## src/rtl/dcache_assoc.sv

```systemverilog
// rtl/dcache_assoc.sv - set-associative write-through, no-write-allocate data cache
// Round-robin arbitration over LSU ports, per-set round-robin victim, saturating hit/miss counters.
module dcache_assoc #(
  parameter int ADDR_BITS     = 8,
  parameter int DATA_BITS     = 8,
  parameter int NUM_CONSUMERS = 8,
  parameter int NUM_BLOCKS    = 8,
  parameter int NUM_WAYS      = 4,
  parameter int CNT_BITS      = 16
) (
  input  logic                     clk,
  input  logic                     reset,
  input  logic [NUM_CONSUMERS-1:0] consumer_read_valid,
  input  logic [ADDR_BITS-1:0]     consumer_read_address  [NUM_CONSUMERS],
  output logic [NUM_CONSUMERS-1:0] consumer_read_ready,
  output logic [DATA_BITS-1:0]     consumer_read_data     [NUM_CONSUMERS],
  input  logic [NUM_CONSUMERS-1:0] consumer_write_valid,
  input  logic [ADDR_BITS-1:0]     consumer_write_address [NUM_CONSUMERS],
  input  logic [DATA_BITS-1:0]     consumer_write_data    [NUM_CONSUMERS],
  output logic [NUM_CONSUMERS-1:0] consumer_write_ready,
  output logic                     controller_read_valid,
  output logic [ADDR_BITS-1:0]     controller_read_address,
  input  logic                     controller_read_ready,
  input  logic [DATA_BITS-1:0]     controller_read_data,
  output logic                     controller_write_valid,
  output logic [ADDR_BITS-1:0]     controller_write_address,
  output logic [DATA_BITS-1:0]     controller_write_data,
  input  logic                     controller_write_ready,
  output logic [CNT_BITS-1:0]      hit_count,
  output logic [CNT_BITS-1:0]      miss_count
);

  localparam int NUM_SETS = NUM_BLOCKS / NUM_WAYS;
  localparam int IDX_BITS = $clog2(NUM_SETS);
  localparam int IDX_W    = (IDX_BITS > 0) ? IDX_BITS : 1;
  localparam int TAG_BITS = ADDR_BITS - IDX_BITS;
  localparam int WAY_W    = (NUM_WAYS > 1) ? $clog2(NUM_WAYS) : 1;
  localparam int PORT_W   = (NUM_CONSUMERS > 1) ? $clog2(NUM_CONSUMERS) : 1;

  typedef enum logic [2:0] {
    S_IDLE, S_LOOKUP, S_MEM_READ, S_MEM_WRITE, S_RESPOND, S_RELEASE
  } state_t;

  state_t                    state_q;
  logic [PORT_W-1:0]         rr_ptr_q;
  logic [PORT_W-1:0]         port_q;
  logic                      op_write_q;
  logic [ADDR_BITS-1:0]      addr_q;
  logic [DATA_BITS-1:0]      wdata_q;
  logic [NUM_WAYS-1:0]       valid_q  [NUM_SETS];
  logic [WAY_W-1:0]          victim_q [NUM_SETS];
  logic [TAG_BITS-1:0]       tag_q    [NUM_SETS][NUM_WAYS];
  logic [DATA_BITS-1:0]      data_q   [NUM_SETS][NUM_WAYS];
  logic [CNT_BITS-1:0]       hit_cnt_q, miss_cnt_q;
  logic [NUM_CONSUMERS-1:0]  rd_ready_q, wr_ready_q;
  logic [DATA_BITS-1:0]      rd_data_q [NUM_CONSUMERS];
  logic                      ctrl_rd_valid_q, ctrl_wr_valid_q;
  logic [ADDR_BITS-1:0]      ctrl_rd_addr_q, ctrl_wr_addr_q;
  logic [DATA_BITS-1:0]      ctrl_wr_data_q;

  logic [IDX_W-1:0]          req_idx;
  logic [TAG_BITS-1:0]       req_tag;
  logic                      hit;
  logic [WAY_W-1:0]          hit_way;
  logic                      found_inv;
  logic [WAY_W-1:0]          victim_way;
  logic [NUM_CONSUMERS-1:0]  req_vec;
  logic                      grant_valid;
  logic [PORT_W-1:0]         grant_port;
  logic [PORT_W-1:0]         cand;
  int                        p;
  logic                      arr_we;
  logic [WAY_W-1:0]          arr_way;
  logic [DATA_BITS-1:0]      arr_wdata;

  // With a single set the mask forces index 0 and the whole address becomes the tag.
  assign req_idx = addr_q[IDX_W-1:0] & IDX_W'(NUM_SETS - 1);
  assign req_tag = addr_q[ADDR_BITS-1:IDX_BITS];
  assign req_vec = consumer_read_valid | consumer_write_valid;

  always_comb begin
    hit        = 1'b0;
    hit_way    = '0;
    found_inv  = 1'b0;
    victim_way = victim_q[req_idx];
    for (int w = 0; w < NUM_WAYS; w++) begin
      if (!hit && valid_q[req_idx][w] && tag_q[req_idx][w] == req_tag) begin
        hit     = 1'b1;
        hit_way = WAY_W'(w);
      end
      if (!found_inv && !valid_q[req_idx][w]) begin
        found_inv  = 1'b1;
        victim_way = WAY_W'(w);
      end
    end
  end

  always_comb begin
    grant_valid = 1'b0;
    grant_port  = '0;
    cand        = '0;
    p           = 0;
    for (int i = 0; i < NUM_CONSUMERS; i++) begin
      p = int'(rr_ptr_q) + i;
      if (p >= NUM_CONSUMERS) p = p - NUM_CONSUMERS;
      cand = PORT_W'(p);
      if (!grant_valid && req_vec[cand]) begin
        grant_valid = 1'b1;
        grant_port  = cand;
      end
    end
  end

  always_comb begin
    arr_we    = 1'b0;
    arr_way   = hit_way;
    arr_wdata = wdata_q;
    if (state_q == S_LOOKUP && op_write_q && hit) begin
      arr_we = 1'b1;
    end else if (state_q == S_MEM_READ && controller_read_ready) begin
      arr_we    = 1'b1;
      arr_way   = victim_way;
      arr_wdata = controller_read_data;
    end
  end

  // Tag and data storage carry no reset; the valid bits alone qualify them.
  always_ff @(posedge clk) begin
    if (arr_we) begin
      tag_q[req_idx][arr_way]  <= req_tag;
      data_q[req_idx][arr_way] <= arr_wdata;
    end
  end

  always_ff @(posedge clk or posedge reset) begin
    if (reset) begin
      state_q         <= S_IDLE;
      rr_ptr_q        <= '0;
      port_q          <= '0;
      op_write_q      <= 1'b0;
      addr_q          <= '0;
      wdata_q         <= '0;
      hit_cnt_q       <= '0;
      miss_cnt_q      <= '0;
      rd_ready_q      <= '0;
      wr_ready_q      <= '0;
      ctrl_rd_valid_q <= 1'b0;
      ctrl_wr_valid_q <= 1'b0;
      ctrl_rd_addr_q  <= '0;
      ctrl_wr_addr_q  <= '0;
      ctrl_wr_data_q  <= '0;
      for (int s = 0; s < NUM_SETS; s++) begin
        valid_q[s]  <= '0;
        victim_q[s] <= '0;
      end
      for (int c = 0; c < NUM_CONSUMERS; c++) rd_data_q[c] <= '0;
    end else begin
      rd_ready_q <= '0;
      wr_ready_q <= '0;
      case (state_q)
        S_IDLE: begin
          if (grant_valid) begin
            port_q     <= grant_port;
            op_write_q <= !consumer_read_valid[grant_port];
            addr_q     <= consumer_read_valid[grant_port] ? consumer_read_address[grant_port]
                                                          : consumer_write_address[grant_port];
            wdata_q    <= consumer_write_data[grant_port];
            rr_ptr_q   <= (grant_port == PORT_W'(NUM_CONSUMERS - 1)) ? '0 : grant_port + 1'b1;
            state_q    <= S_LOOKUP;
          end
        end
        S_LOOKUP: begin
          if (op_write_q) begin
            ctrl_wr_valid_q <= 1'b1;
            ctrl_wr_addr_q  <= addr_q;
            ctrl_wr_data_q  <= wdata_q;
            state_q         <= S_MEM_WRITE;
          end else if (hit) begin
            if (hit_cnt_q != '1) hit_cnt_q <= hit_cnt_q + 1'b1;
            rd_data_q[port_q]  <= data_q[req_idx][hit_way];
            rd_ready_q[port_q] <= 1'b1;
            state_q            <= S_RESPOND;
          end else begin
            if (miss_cnt_q != '1) miss_cnt_q <= miss_cnt_q + 1'b1;
            ctrl_rd_valid_q <= 1'b1;
            ctrl_rd_addr_q  <= addr_q;
            state_q         <= S_MEM_READ;
          end
        end
        S_MEM_READ: begin
          if (controller_read_ready) begin
            ctrl_rd_valid_q              <= 1'b0;
            valid_q[req_idx][victim_way] <= 1'b1;
            if (!found_inv) begin
              victim_q[req_idx] <= (victim_way == WAY_W'(NUM_WAYS - 1)) ? '0 : victim_way + 1'b1;
            end
            rd_data_q[port_q]  <= controller_read_data;
            rd_ready_q[port_q] <= 1'b1;
            state_q            <= S_RESPOND;
          end
        end
        S_MEM_WRITE: begin
          if (controller_write_ready) begin
            ctrl_wr_valid_q    <= 1'b0;
            wr_ready_q[port_q] <= 1'b1;
            state_q            <= S_RESPOND;
          end
        end
        S_RESPOND: state_q <= S_RELEASE;
        S_RELEASE: begin
          // Hold off re-arbitration until the serviced request is withdrawn.
          if (op_write_q ? !consumer_write_valid[port_q] : !consumer_read_valid[port_q]) begin
            state_q <= S_IDLE;
          end
        end
        default: state_q <= S_IDLE;
      endcase
    end
  end

  assign consumer_read_ready      = rd_ready_q;
  assign consumer_write_ready     = wr_ready_q;
  assign consumer_read_data       = rd_data_q;
  assign controller_read_valid    = ctrl_rd_valid_q;
  assign controller_read_address  = ctrl_rd_addr_q;
  assign controller_write_valid   = ctrl_wr_valid_q;
  assign controller_write_address = ctrl_wr_addr_q;
  assign controller_write_data    = ctrl_wr_data_q;
  assign hit_count                = hit_cnt_q;
  assign miss_count               = miss_cnt_q;

endmodule

```

## config.mk

```make
export PLATFORM = sky130hd
export DESIGN_NAME = dcache_assoc
export DESIGN_NICKNAME = d
export VERILOG_FILES = /design/src/rtl/dcache_assoc.sv
export SDC_FILE = /design/constraint.sdc
export NUM_CORES = 1
export LEC_CHECK = 0
export ABC_AREA = 1
export CAP_MARGIN = 20
export CORE_ASPECT_RATIO = 1.5
export CORE_UTILIZATION = 45
export DETAILED_ROUTE_END_ITERATION = 8
export HOLD_SLACK_MARGIN = 0.06
export PLACE_DENSITY = 0.73
export SLEW_MARGIN = 25
export SYNTH_ARGS = -nofsm -noshare
export SYNTH_HDL_FRONTEND = slang
export SYNTH_SLANG_ARGS = --single-unit
export TNS_END_PERCENT = 1
```

## constraint.sdc

```tcl
create_clock -name clk -period 6.5 [get_ports clk]
set_clock_uncertainty 0.1 [all_clocks]
set_input_delay 0.975 -clock clk [delete_from_list [all_inputs] [get_ports clk]]
set_output_delay 0.975 -clock clk [all_outputs]
set_load 0.03 [all_outputs]
```

==> impl_metrics.toml, run 1 <==
[synthesis]
synth_area_leaders = "dfrtp_1 (28%), edfxtp_1 (23%), nand2_1 (17%), nand3_1 (6.2%), nor2_1 (5.1%)"
yosys_warnings = 0
syn_nets = 2217
synth_top_area_cell = "dfrtp_1"
netlist_area_um2 = 15700
ys.flop_type = "dfrtp_1"
synth-seq-area-share_pct = 50.9
synth_most_common_cell = "nand2_1"
syn-instance-count = 1987
synth-seq-cells = 296
synth_cell_types = 50
avgSynthCellArea_um2 = 7.92
synth_edf_count = 120
yosys-top-cells-count = "nand2_1 (731), nor2_1 (212), nand3_1 (196)"
ys_async_sr_fraction_pct = 59.5
synth_top_cell_area_share_pct = 28.0

[timing]
fmaxAchievable_mhz = 206
rsz0062_at_grt = "no"
fin_crit_ns = 4.85
finalCritPeriodShare_pct = 74.7
setup_viol = 0
slew_viol_final = 0
tns_ns = 0
relSlewSlack_pct = 28.9
hold_violations = 0
tightest_slew_ns = 1.06

[worst_setup_path]
rr_worst_depth = 12
worstPathMaxFanout = 34
cp.required_ns = 6.57
ff2ff_setup_slack_ns = 1.65
arrival_ns = 4.92
cp_cell_sequence = "inv_2 > or2_1 > o21ai_0 > or2_1 > nand4_1 > nor4_2 > inv_1 > o21ai_1 > nand2_1 > o21ai_1 > nand3_1 > nor2_2"
end_kind = "flip-flop"
path_class = "reg -> reg"
startpoint_type = "flip-flop"
cp_slowest_cell = "nor2_2"
max_stage_delay_ns = 0.75

[pwr]
p_comb_share_pct = 59.9
p_clk_share_pct = 14.2
p_leak_nw = 9.39
p_sw_share_pct = 51.3
power.internal_mw = 5.38
p_seq_share_pct = 25.9
p_sw_mw = 5.67
ir_worst_vdd_uv = 656
p_per_area_nw_per_um2 = 538

[place]
place_hpwl_um = 36800
port_buffers = 357
place.gp.congestion = 0.891
dp_cells = 2748

[drt]
post_drt_wl_per_cell_um = 17.7
first_iter_violations = 1002
routed_via_density = 5.25
wl_um = 49500
first_pass_iters = 5
drc = 0
num_vias = 14697
ant_nets = 0

[global_routing]
antenna_found_initial = 2
grt_start_max_net_pins = 114
grt_pass1_vias = 14595
grt_pass1_wl_um = 77300
grt_use_total_pct = 27.7
grt-ovfl-total = 0

[cts]
cts_buffers = 27
post_cts_buffers = 0
cts.hold.buffers_added = 0
cts_resized = 0
cts.sink_count = 296
cts_root_buf = "clkbuf_16"
clockBufferDepth = 3
clk_pin_slew_worst_paths_ns = 0.06
htreeDepth = 1
clock_latency_ns = 0.55
cts_tree = "done"

[cells_and_area]
syn2layout_area_growth_pct = 30.3
drive_gt1_share_pct = 5.19
final_util_pct = 59.7
fin_nets = 2540
final-instance-count-excl-fill = 2798

[floorplan]
core_um2 = 34400
num_rows = 83
start_util_pct = 45.8
fp.dieW_um = 155
die_h_um = 231
dieArea_um2 = 35800
ios = 358

[hold_path]
hold_path_class = "reg -> reg"
worstHoldPathCells = 2

[run]
cap_viol_max_count = 0

[run_status]
outcome = "finished clean"
-- per-layer routing --
metal	track usage, %	up-vias	share of wire [%]
li1	-	7074	-
met1	32.4	6922	38
met2	50.5	573	52
met3	3.44	126	6.0
met4	12.5	2	4.3
met5	0	-	0.022
-- layout by cell type, fill, tap and decap left out, types with 3 or more instances in the layout --
master and instances:
a211oi_1 3, a21oi_1 11, a221oi_1 4, a22o_1 3, a31o_2 4, buf_4 17, clkbuf_1 4, clkbuf_16 27
clkdlybuf4s50_1 357, clkinv_1 4, clkinv_2 4, clkinvlp_2 3, dfrtp_1 175, edfxtp_1 120, ha_1 10, inv_1 130
inv_2 8, inv_6 3, mux2i_1 7, nand2_1 731, nand2_2 11, nand3_1 195, nand3_2 13, nand3b_1 33
nand4_1 11, nor2_1 207, nor2_2 7, nor3_1 20, nor3_2 4, nor4_1 15, o211ai_1 3, o21ai_0 97
o21ai_1 13, or2_1 3, or2_2 3, xnor2_1 12, xor2_1 26
-- flip-flops by register name, summed over array words and instances, names as in the netlist, 16 cells and up --
name / flops
consumer_read_data: 64
data_q: 64
miss_count: 16
tag_q: 56
hit_count: 16
-- metrics by stage --
| stage | hold slack [ns] | cell area (um2) | setup WS (ns) | total power [mW] |
|---|---|---|---|---|
| final | 0.357 | 20500 | 1.65 | 11.0 |
| after global routing | 0.387 | 20500 | 1.35 | 11.9 |
| after CTS | 0.364 | 20500 | 1.69 | 11.1 |
| after detailed placement | 0.348 | 19700 | 1.74 | 9.49 |
| after global placement | 0.334 | 19700 | 1.89 | 9.41 |
| after floorplan | 0.318 | 15700 | 0.651 | 7.37 |
-- power groups by stage --
stage	Sequential (mW)	Clock, mW	Combinational, mW
2_1_floorplan	3.24	0	4.13
3_3_place_gp	2.88	0	6.53
3_5_place_dp	2.89	0	6.60
4_1_cts	2.86	1.58	6.63
5_1_grt	2.91	1.65	7.31
6_report	2.86	1.57	6.62
-- area by class of cell --
cell class	instances	area [um2]
fillers	3124	13900
clock inverters	18	156
inverters	140	531
flip-flops and latches	296	8010
diodes	1	2.50
multi-input cells	1470	6830
repair buffers	375	3720
well taps	467	584
clock buffers	31	691
-- final timing paths --
| kind | startpoint | to |
|---|---|---|
| setup / recovery | addr_q[0]$_DFFE_PP0P_ | tag_q[0][18]$_DFFE_PP_ |
| hold / removal | valid_q[0]$_DFFE_PP0P_ | valid_q[0]$_DFFE_PP0P_ |
| setup reg to reg | addr_q[0]$_DFFE_PP0P_ | tag_q[0][18]$_DFFE_PP_ |
| hold reg to reg | valid_q[0]$_DFFE_PP0P_ | valid_q[0]$_DFFE_PP0P_ |
| max in group asynchronous | reset | consumer_write_ready[5]$_DFF_PP0_ |
| min in group asynchronous | reset | miss_count[4]$_DFFE_PP0P_ |
-- logic make-up after synthesis --
| family | Yosys count | share of synthesized area (%) |
|---|---|---|
| compound gates | 147 | 5.18 |
| fa+ha+maj | 10 | 0.795 |
| mux | 7 | 0.445 |
| simple gates | 1266 | 34.3 |
| flops | 296 | 50.9 |
| xor+xnor | 40 | 2.32 |
| buf+inv | 221 | 6.08 |
-- critical path: cells and delay by family (launching register included) --
family / cells / cell delay, ns
AND/OR/NAND/NOR: 7 / 2.29
buffers and inverters: 2 / 0.47
AO/OA/AOI/OAI: 3 / 0.95
flip-flops: 1 / 0.66
No activity file was read; power rests on OpenSTA's default activity.
==> run 2, diff against run 1 <==
PLACE_DENSITY = 0.76   (was 0.73)
clock period = 4.3 ns   (was 6.5 ns; I/O delays follow)
==> run 2 against run 1 <==
Compared with the run above: power rose by 56%; flip-flop and latch count stayed put; critical path type unchanged; combinational power increased by 60%; clock power is 53% higher; die area unchanged; register-to-register slack worse by 1.2 ns; routed wire length grew 8.9%; via count grew 3.3%; highest routed layer unchanged; first-iteration DRC count grew 2.9%; critical endpoint is now addr_q[1]$_DFFE_PP0P_.
==> impl_metrics.toml, run 2 (same netlist as run 1, synthesis figures left out) <==
[floorplan]
dieArea_um2 = 35800
start_util_pct = 45.8
core_um2 = 34400
ios = 358
fp.dieW_um = 155
num_rows = 83
die_h_um = 231

[cells_and_area]
drive_gt1_share_pct = 6.58
multi_input_area_um2 = 6810
final_cell_mix = "nand2_1 (731), clkdlybuf4s50_1 (357), nor2_1 (212)"
final_util_pct = 60.8
fin_nets = 2579
design_area_um2 = 20900
syn2layout_area_growth_pct = 32.8
fillers = 3004
layout_commonest_cell = "nand2_1"
ff_latch_area_um2 = 8010

[place]
port_buffers = 357
place.gp.congestion = 0.990
dpl_cell_area_um2 = 20000
place_hpwl_um = 41200
place_ws_ns = 0.441

[global_routing]
grt-ovfl-total = 0
grt_pass1_wl_um = 82600
antenna_found_initial = 5
grt_start_max_net_pins = 177
grt_use_total_pct = 30.3
grt_pass1_vias = 14786

[drt]
ant_nets = 0
wl_um = 53900
post_drt_wl_per_cell_um = 19.0
first_pass_iters = 8
first_iter_violations = 1031
routed_via_density = 5.34
drc = 0
num_vias = 15185

[timing]
fin_crit_ns = 3.84
fmaxAchievable_mhz = 260
relSlewSlack_pct = 35.1
tightest_slew_ns = 0.966
hold_violations = 0
slew_viol_final = 0
fin_ws_ns = 0.459
rsz0062_at_grt = "no"
finalCritPeriodShare_pct = 89.3
setup_viol = 0
tns_ns = 0

[pwr]
p_seq_share_pct = 24.7
p_sw_mw = 8.79
p_clk_share_pct = 13.9
ir_worst_vdd_uv = 634
p_per_area_nw_per_um2 = 824
p_leak_nw = 9.63
p_comb_share_pct = 61.3
p_sw_share_pct = 51.0
power.internal_mw = 8.44

[worst_setup_path]
arrival_ns = 4.18
end_kind = "flip-flop"
startpoint_type = "flip-flop"
cp.required_ns = 4.64
worstPathMaxFanout = 11
path_class = "reg -> reg"

[cts]
htreeDepth = 1
cts.sink_count = 296
cts_resized = 0
post_cts_buffers = 0
clk_pin_slew_worst_paths_ns = 0.07
clock_latency_ns = 0.56
cts.hold.buffers_added = 0
cts_root_buf = "clkbuf_16"
clockBufferDepth = 3
cts_buffers = 28
cts_tree = "done"

[run_status]
outcome = "finished clean"

[run]
cap_viol_max_count = 0

[hold_path]
hold_path_class = "reg -> reg"
run 2: area by class of cell:
type                    count  area share (%)
diodes                      4          0.0479
clock buffers              36            3.64
clock inverters            15           0.527
inverters                 140            2.53
multi-input cells        1470            32.6
flip-flops and latches    296            38.3
well taps                 467            2.79
repair buffers            413            19.6
run 2: worst paths after layout:
check                      cells past startpoint                                endpoint                     from  slack (ns)
max                                           17                   addr_q[1]$_DFFE_PP0P_  rr_ptr_q[0]$_DFFE_PP0P_        0.46
max in group asynchronous                      4  controller_read_address[3]$_DFFE_PP0P_                    reset        2.74
max reg2reg                                   17                   addr_q[1]$_DFFE_PP0P_  rr_ptr_q[0]$_DFFE_PP0P_        0.46
min reg2reg                                    2                  valid_q[6]$_DFFE_PP0P_   valid_q[6]$_DFFE_PP0P_        0.36
min in group asynchronous                      3       consumer_read_data[1]$_DFFE_PP0P_                    reset        0.44
min                                            2                  valid_q[6]$_DFFE_PP0P_   valid_q[6]$_DFFE_PP0P_        0.36
run 2: per-stage QoR:
stage               hold WS, ns  total power [mW]  cells
floorplan                 0.318              11.1   1987
global route              0.375              18.4   2840
detailed placement        0.340              14.8   2785
CTS                       0.355              17.2   2836
finish                    0.356              17.2   2841
global placement          0.332              14.7   2785
run 2: routing by layer:
layer | wire (um) | part of all wire [%] | track usage (%) | up-vias
li1 | - | - | - | 7172
met1 | 19500 | 36 | 33.9 | 7099
met2 | 27000 | 50 | 54.5 | 764
met3 | 4140 | 7.7 | 4.51 | 148
met4 | 3250 | 6.0 | 17.8 | 2
met5 | 11 | 0.020 | 0 | -
run 2: worst max-delay path: stages (launching register included):
cell and delay [ns]:
dfrtp_1 0.61, inv_2 0.07, ha_1 0.44, inv_1 0.20, nand3_1 0.15, nand3_1 0.09, nand2_2 0.13, nand4_1 0.14
nor2_2 0.17, nand2_1 0.06, nor2_1 0.21, nand3_1 0.14, nand2_2 0.26, inv_2 0.20, nor2_2 0.45, nand2_1 0.12
nor2_1 0.11, nor2_1 0.05
run 2: power groups by stage:
stage | registers, mW | logic [mW] | clock network, mW
after detailed placement | 4.30 | 10.5 | 0
after CTS | 4.25 | 10.6 | 2.43
after floorplan | 4.90 | 6.24 | 0
after global placement | 4.28 | 10.4 | 0
final | 4.26 | 10.6 | 2.40
after global routing | 4.33 | 11.6 | 2.53
==> variant 1 (config.mk and constraints of run 2) <==
Change the parameter `CNT_BITS` from 16 to 32.
--- a/src/rtl/dcache_assoc.sv
+++ b/src/rtl/dcache_assoc.sv
@@ -6,7 +6,7 @@
   parameter int NUM_CONSUMERS = 8,
   parameter int NUM_BLOCKS    = 8,
   parameter int NUM_WAYS      = 4,
-  parameter int CNT_BITS      = 16
+  parameter int CNT_BITS      = 32
 ) (
   input  logic                     clk,
   input  logic                     reset,
Ports: changed (resized hit_count and miss_count); port bits go from 358 to 390. The function was not compared with the original's and may differ.
==> variant 1 against run 2 <==
Critical path depth up 1. Worst hold slack better by 0.0029 ns. Synthesized area up 7.7%. Routed wire length up 5.6%. Sequential cell count up 32. Final area up 7.5%. Power up 1.5%. Worst setup slack better by 0.028 ns.
==> variant 1: results (changes against run 2) <==
- Mean area per synthesized cell: 8.42 sq um (+6.3%)
- Post-synth cell types: 56 (+12%)
- DR WL met2: 29200 um (+8.2%)
- Outcome: complete, no violations
- Number of global-route vias before repair: 15900 (+7.6%)
- Worst-skew pair later-pin latency: 0.58 ns (+0.02 ns)
- CTS buffer count: 31 (+11%)
- Slew @ Worst Pin: 0.782 ns (-0.184 ns)
- Met1 wire length: 20300 um (+3.8%)
- Synth cell count leaders: nand2_1 (683), nand3_1 (274), dfrtp_1 (208)
- Via count: 15900 (+4.8%)
- Fraction of layout instances using a drive strength above 1: 0.0720 (+0.00622)
- Tot GR Track Use: 0.295 (-0.00839)
- Pin count of the biggest net entering global routing: 98 (-45%)
- Share of synthesized registers carrying an async set or reset: 0.634 (+0.0396)
- Routability-driven placement congestion ratio: 1.00 (+1.3%)
- Static Leak: 10.0 nW (+4.3%)
- Port bufs: 389 (+9.0%)
- Avg WL per Cell: 19.6 um (+3.0%)
- Detail Placement HPWL: 44200 um (+7.2%)
- Worst-path maximum fanout: 29 (+18)
- Top post-synthesis cells by area: dfrtp_1 (31%), edfxtp_1 (21%), nand2_1 (15%), nand3_1 (8.1%), inv_1 (3.0%)
- Area Growth Syn to Fin: 32.6%
- Crit-path leading delay family: simple AND/OR/NAND/NOR gates
- Top sig layer: met4
- Crit path buf inv count: 4 (+1)
- Metal3 WL: 4210 um (+1.5%)
- Syn nets: 2243 (+1.2%)
- Critical path's largest stage delay: 0.64 ns (+0.03 ns)
- Worst Hold Class: input pin to asynchronous set/reset pin
- Worst VDD drop: 0.578 mV (-8.9%)
- Fin cells: 2913 (+2.5%)
- DRT Pass-1 Iters: 5 (-3)
- Ant diodes: 0 (-4)
- Drt first-iter violations: 1577 (+53%)
- Arrival time at the worst endpoint: 4.17 ns (about the same)
==> variant 1: stage by stage <==
stage / worst slack, ns / area, sq um / utilization / hold slack [ns]
3_5_place_dp: 0.405 / 21400 / 0.581 / 0.343
6_report: 0.487 / 22500 / 0.609 / 0.359
2_1_floorplan: 0.855 / 17000 / - / 0.324
4_1_cts: 0.506 / 22500 / 0.609 / 0.360
5_1_grt: 0.243 / 22500 / 0.609 / 0.374
3_3_place_gp: 0.475 / 21400 / 0.581 / 0.337
==> variant 1: logic make-up (layout without fill, tap and decap cells) <==
kind of cell,count (synthesis),after routing,share of synthesized area
simple gates,1184,1184,0.306
flops,328,328,0.520
buf+inv,225,641,0.0590
compound gates,178,178,0.0596
xor+xnor,72,72,0.0385
mux,16,16,0.00959
fa+ha+maj,10,10,0.00738
==> variant 1: per-layer routing <==
metal / vias up / track usage
met5: - / 0
met4: 0 / 0.167
met3: 165 / 0.0424
met2: 832 / 0.542
met1: 7493 / 0.323
li1: 7430 / -
==> variant 1: layout make-up <==
type	instances	area (sq um)
inverter	150	574
clock inverter	23	196
multi-input combinational	1460	7150
sequential	328	8810
fill	3132	14400
timing repair buffer	434	4310
clock buffer	34	828
tap	484	606
==> variant 1: report_power, final <==
group	total, mW	switching, mW	internal [mW]
combinational	10.2	6.92	3.25
clock	2.75	1.27	1.48
sequential	4.58	0.541	4.04
==> variant 1: path summary, 6_finish.rpt <==
check,start,endpoint,slack [ns],cells after the start
worst min-delay path,reset,miss_count[0],0.36,2
worst min register to register,valid_q[7],valid_q[7],0.36,2
worst max-delay path,rr_ptr_q[0],addr_q[0],0.49,18
min in group clk,valid_q[7],valid_q[7],0.36,2
max in group asynchronous,reset,addr_q[0],2.84,3
worst max register to register,rr_ptr_q[0],addr_q[0],0.49,18
==> variant 1: worst reg2reg max path: cells and delay by family, from the launching register on <==
family	cells	cell delay, ns
XOR/XNOR	1	0.19
adder cells (fa/ha/maj)	1	0.26
buffers and inverters	4	0.94
flip-flops	1	0.64
AND/OR/NAND/NOR	12	1.58
==> variant 2 (config.mk and constraints of run 2) <==
Without the edit above. Reset style: synchronous (`reset`), changed in one clocked block.
--- a/src/rtl/dcache_assoc.sv
+++ b/src/rtl/dcache_assoc.sv
@@ -132,7 +132,7 @@
     end
   end
 
-  always_ff @(posedge clk or posedge reset) begin
+  always_ff @(posedge clk) begin
     if (reset) begin
       state_q         <= S_IDLE;
       rr_ptr_q        <= '0;
Function: differs if reset is asserted again (counterexample within 4 cycles, from zero or initial values and one cycle with reset high); with reset held inactive, the same outputs for 4 cycles.
==> variant 2 against run 2 <==
Final area up 0.53%. Synthesized area rose by 2.1%. Largest cell class is now multi-input gates. Count of clock-buffer cells in the layout grew 2. Maximum frequency rose by 1.4%. Worst setup slack improved by 0.053 ns. Critical path depth rose by 4. Sequential cell count rose by 1. Power down 25%. Clock power shrank 2%. Combinational power decreased by 33%. Routed wire length is 3.5% higher. Cell count increased by 5.7%. Sequential share of layout area down 4.1 points.
==> variant 2: results (changes against run 2) <==
- Share of synthesized registers carrying an async set or reset: 0 (-0.595)
- Post-synth cell types: 54 (+8.0%)
- Post-synth EDFFs: 124 (+3.3%)
- Root Driver: clkbuf_16
- CTS Buffer Depth: 3 (unchanged)
- CTS H-tree lvls: 1 (unchanged)
- Via count: 16000 (+5.3%)
- Drt first-iter violations: 1177 (+14%)
- Synth cell count leaders: nand2_1 (561), nand3_1 (283), inv_1 (236)
- Fraction of layout instances using a drive strength above 1: 0.0768 (+0.0110)
- Sequential cell area fraction in the yosys report: 0.447 (-0.0615)
- Worst-path maximum fanout: 55 (+44)
- Number of global-route vias before repair: 15400 (+4.2%)
- Syn nets: 2405 (+8.5%)
- DRT Pass-1 Iters: 5 (-3)
- Pin count of the biggest net entering global routing: 74 (-58%)
- Detail Placement HPWL: 42800 um (+3.8%)
- Slew Limit Headroom: 0.308 (-0.0430)
- CTS buffer count: 27 (-3.6%)
- Avg WL per Cell: 18.6 um (-2.1%)
- First-pass GRT wire length: 84800 um (+2.6%)
- Worst VDD drop: 0.482 mV (-24%)
- Clock Pin Slew Worst Setup and Hold Paths: 0.07 ns (about the same)
- Outcome: complete, no violations
- Post-synth top flop: dfxtp_1
- Static Leak: 8.82 nW (-8.4%)
- Final net count: 2735 (+6.0%)
- Routability-driven placement congestion ratio: 0.921 (-7.0%)
- Port bufs: 357 (unchanged)
- Tot GR Track Use: 0.304 (+0.000703)
- Top post-synthesis cells by area: edfxtp_1 (23%), dfxtp_1 (22%), nand2_1 (13%), nand3_1 (8.8%), inv_1 (5.5%)
[variant 2: area by class of cell]
cell class              count  area, sq um
clock buffers              38          767
diodes                      4         10.0
flip-flops and latches    297         7190
fillers                  3197        14100
repair buffers            405         4020
well taps                 473          592
multi-input cells        1517         7400
inverters                 257          965
clock inverters            12         81.3
[variant 2: metrics by stage]
stage / setup WS, ns / cell area, sq um / utilization / power (mW) / cells
after CTS: 0.566 / 21000 / 0.598 / 12.9 / 2999
final: 0.512 / 21000 / 0.599 / 13.0 / 3003
after global placement: 0.397 / 20200 / 0.574 / 10.5 / 2949
after detailed placement: 0.345 / 20200 / 0.574 / 10.6 / 2949
after floorplan: 1.16 / 16100 / - / 8.26 / 2175
after global routing: 0.329 / 21000 / 0.599 / 13.8 / 3001
[variant 2: per-layer routing]
layer	track usage	vias up	part of all wire
li1	-	7733	-
met1	0.331	7358	0.35
met2	0.562	747	0.51
met3	0.0469	155	0.079
met4	0.160	4	0.053
met5	0	-	0.00047
[variant 2: where the power goes]
group | internal [mW] | switching, mW | total, mW | leakage (nW)
Clock | 1.26 | 1.09 | 2.35 | 0.421
Combinational | 2.31 | 4.80 | 7.11 | 5.86
Sequential | 3.24 | 0.245 | 3.49 | 2.54
Total | 6.81 | 6.14 | 13.0 | 8.82
[variant 2: kinds of logic after synthesis]
family | after synthesis | share of synthesized area
simple gates | 1265 | 0.356
buf+inv | 361 | 0.0936
flops | 297 | 0.447
compound gates | 211 | 0.0758
xor+xnor | 27 | 0.0168
fa+ha+maj | 10 | 0.00778
mux | 4 | 0.00249
[variant 2: worst paths after layout]
check                 from             to  slack [ns]  cells past startpoint
min          valid_q[1][3]  valid_q[1][3]        0.36                      2
max reg2reg    rr_ptr_q[0]      addr_q[4]        0.51                     21
min reg2reg  valid_q[1][3]  valid_q[1][3]        0.36                      2
max            rr_ptr_q[0]      addr_q[4]        0.51                     21
[variant 2: critical path, stage by stage, from the launching register on]
cell     delay [ns]
dfxtp_1        0.35
inv_2          0.12
ha_1           0.52
inv_2          0.17
nand3_1        0.16
nand3_1        0.11
nand2_2        0.14
nand3_4        0.13
o21ai_0        0.21
nand2_1        0.10
inv_2          0.06
nand3_2        0.13
nand2_4        0.21
buf_12         0.22
buf_12         0.25
nand2_1        0.09
nand3_1        0.18
nand2_1        0.08
nand2_1        0.07
nand3_1        0.09
nand2_1        0.09
a21oi_1        0.06
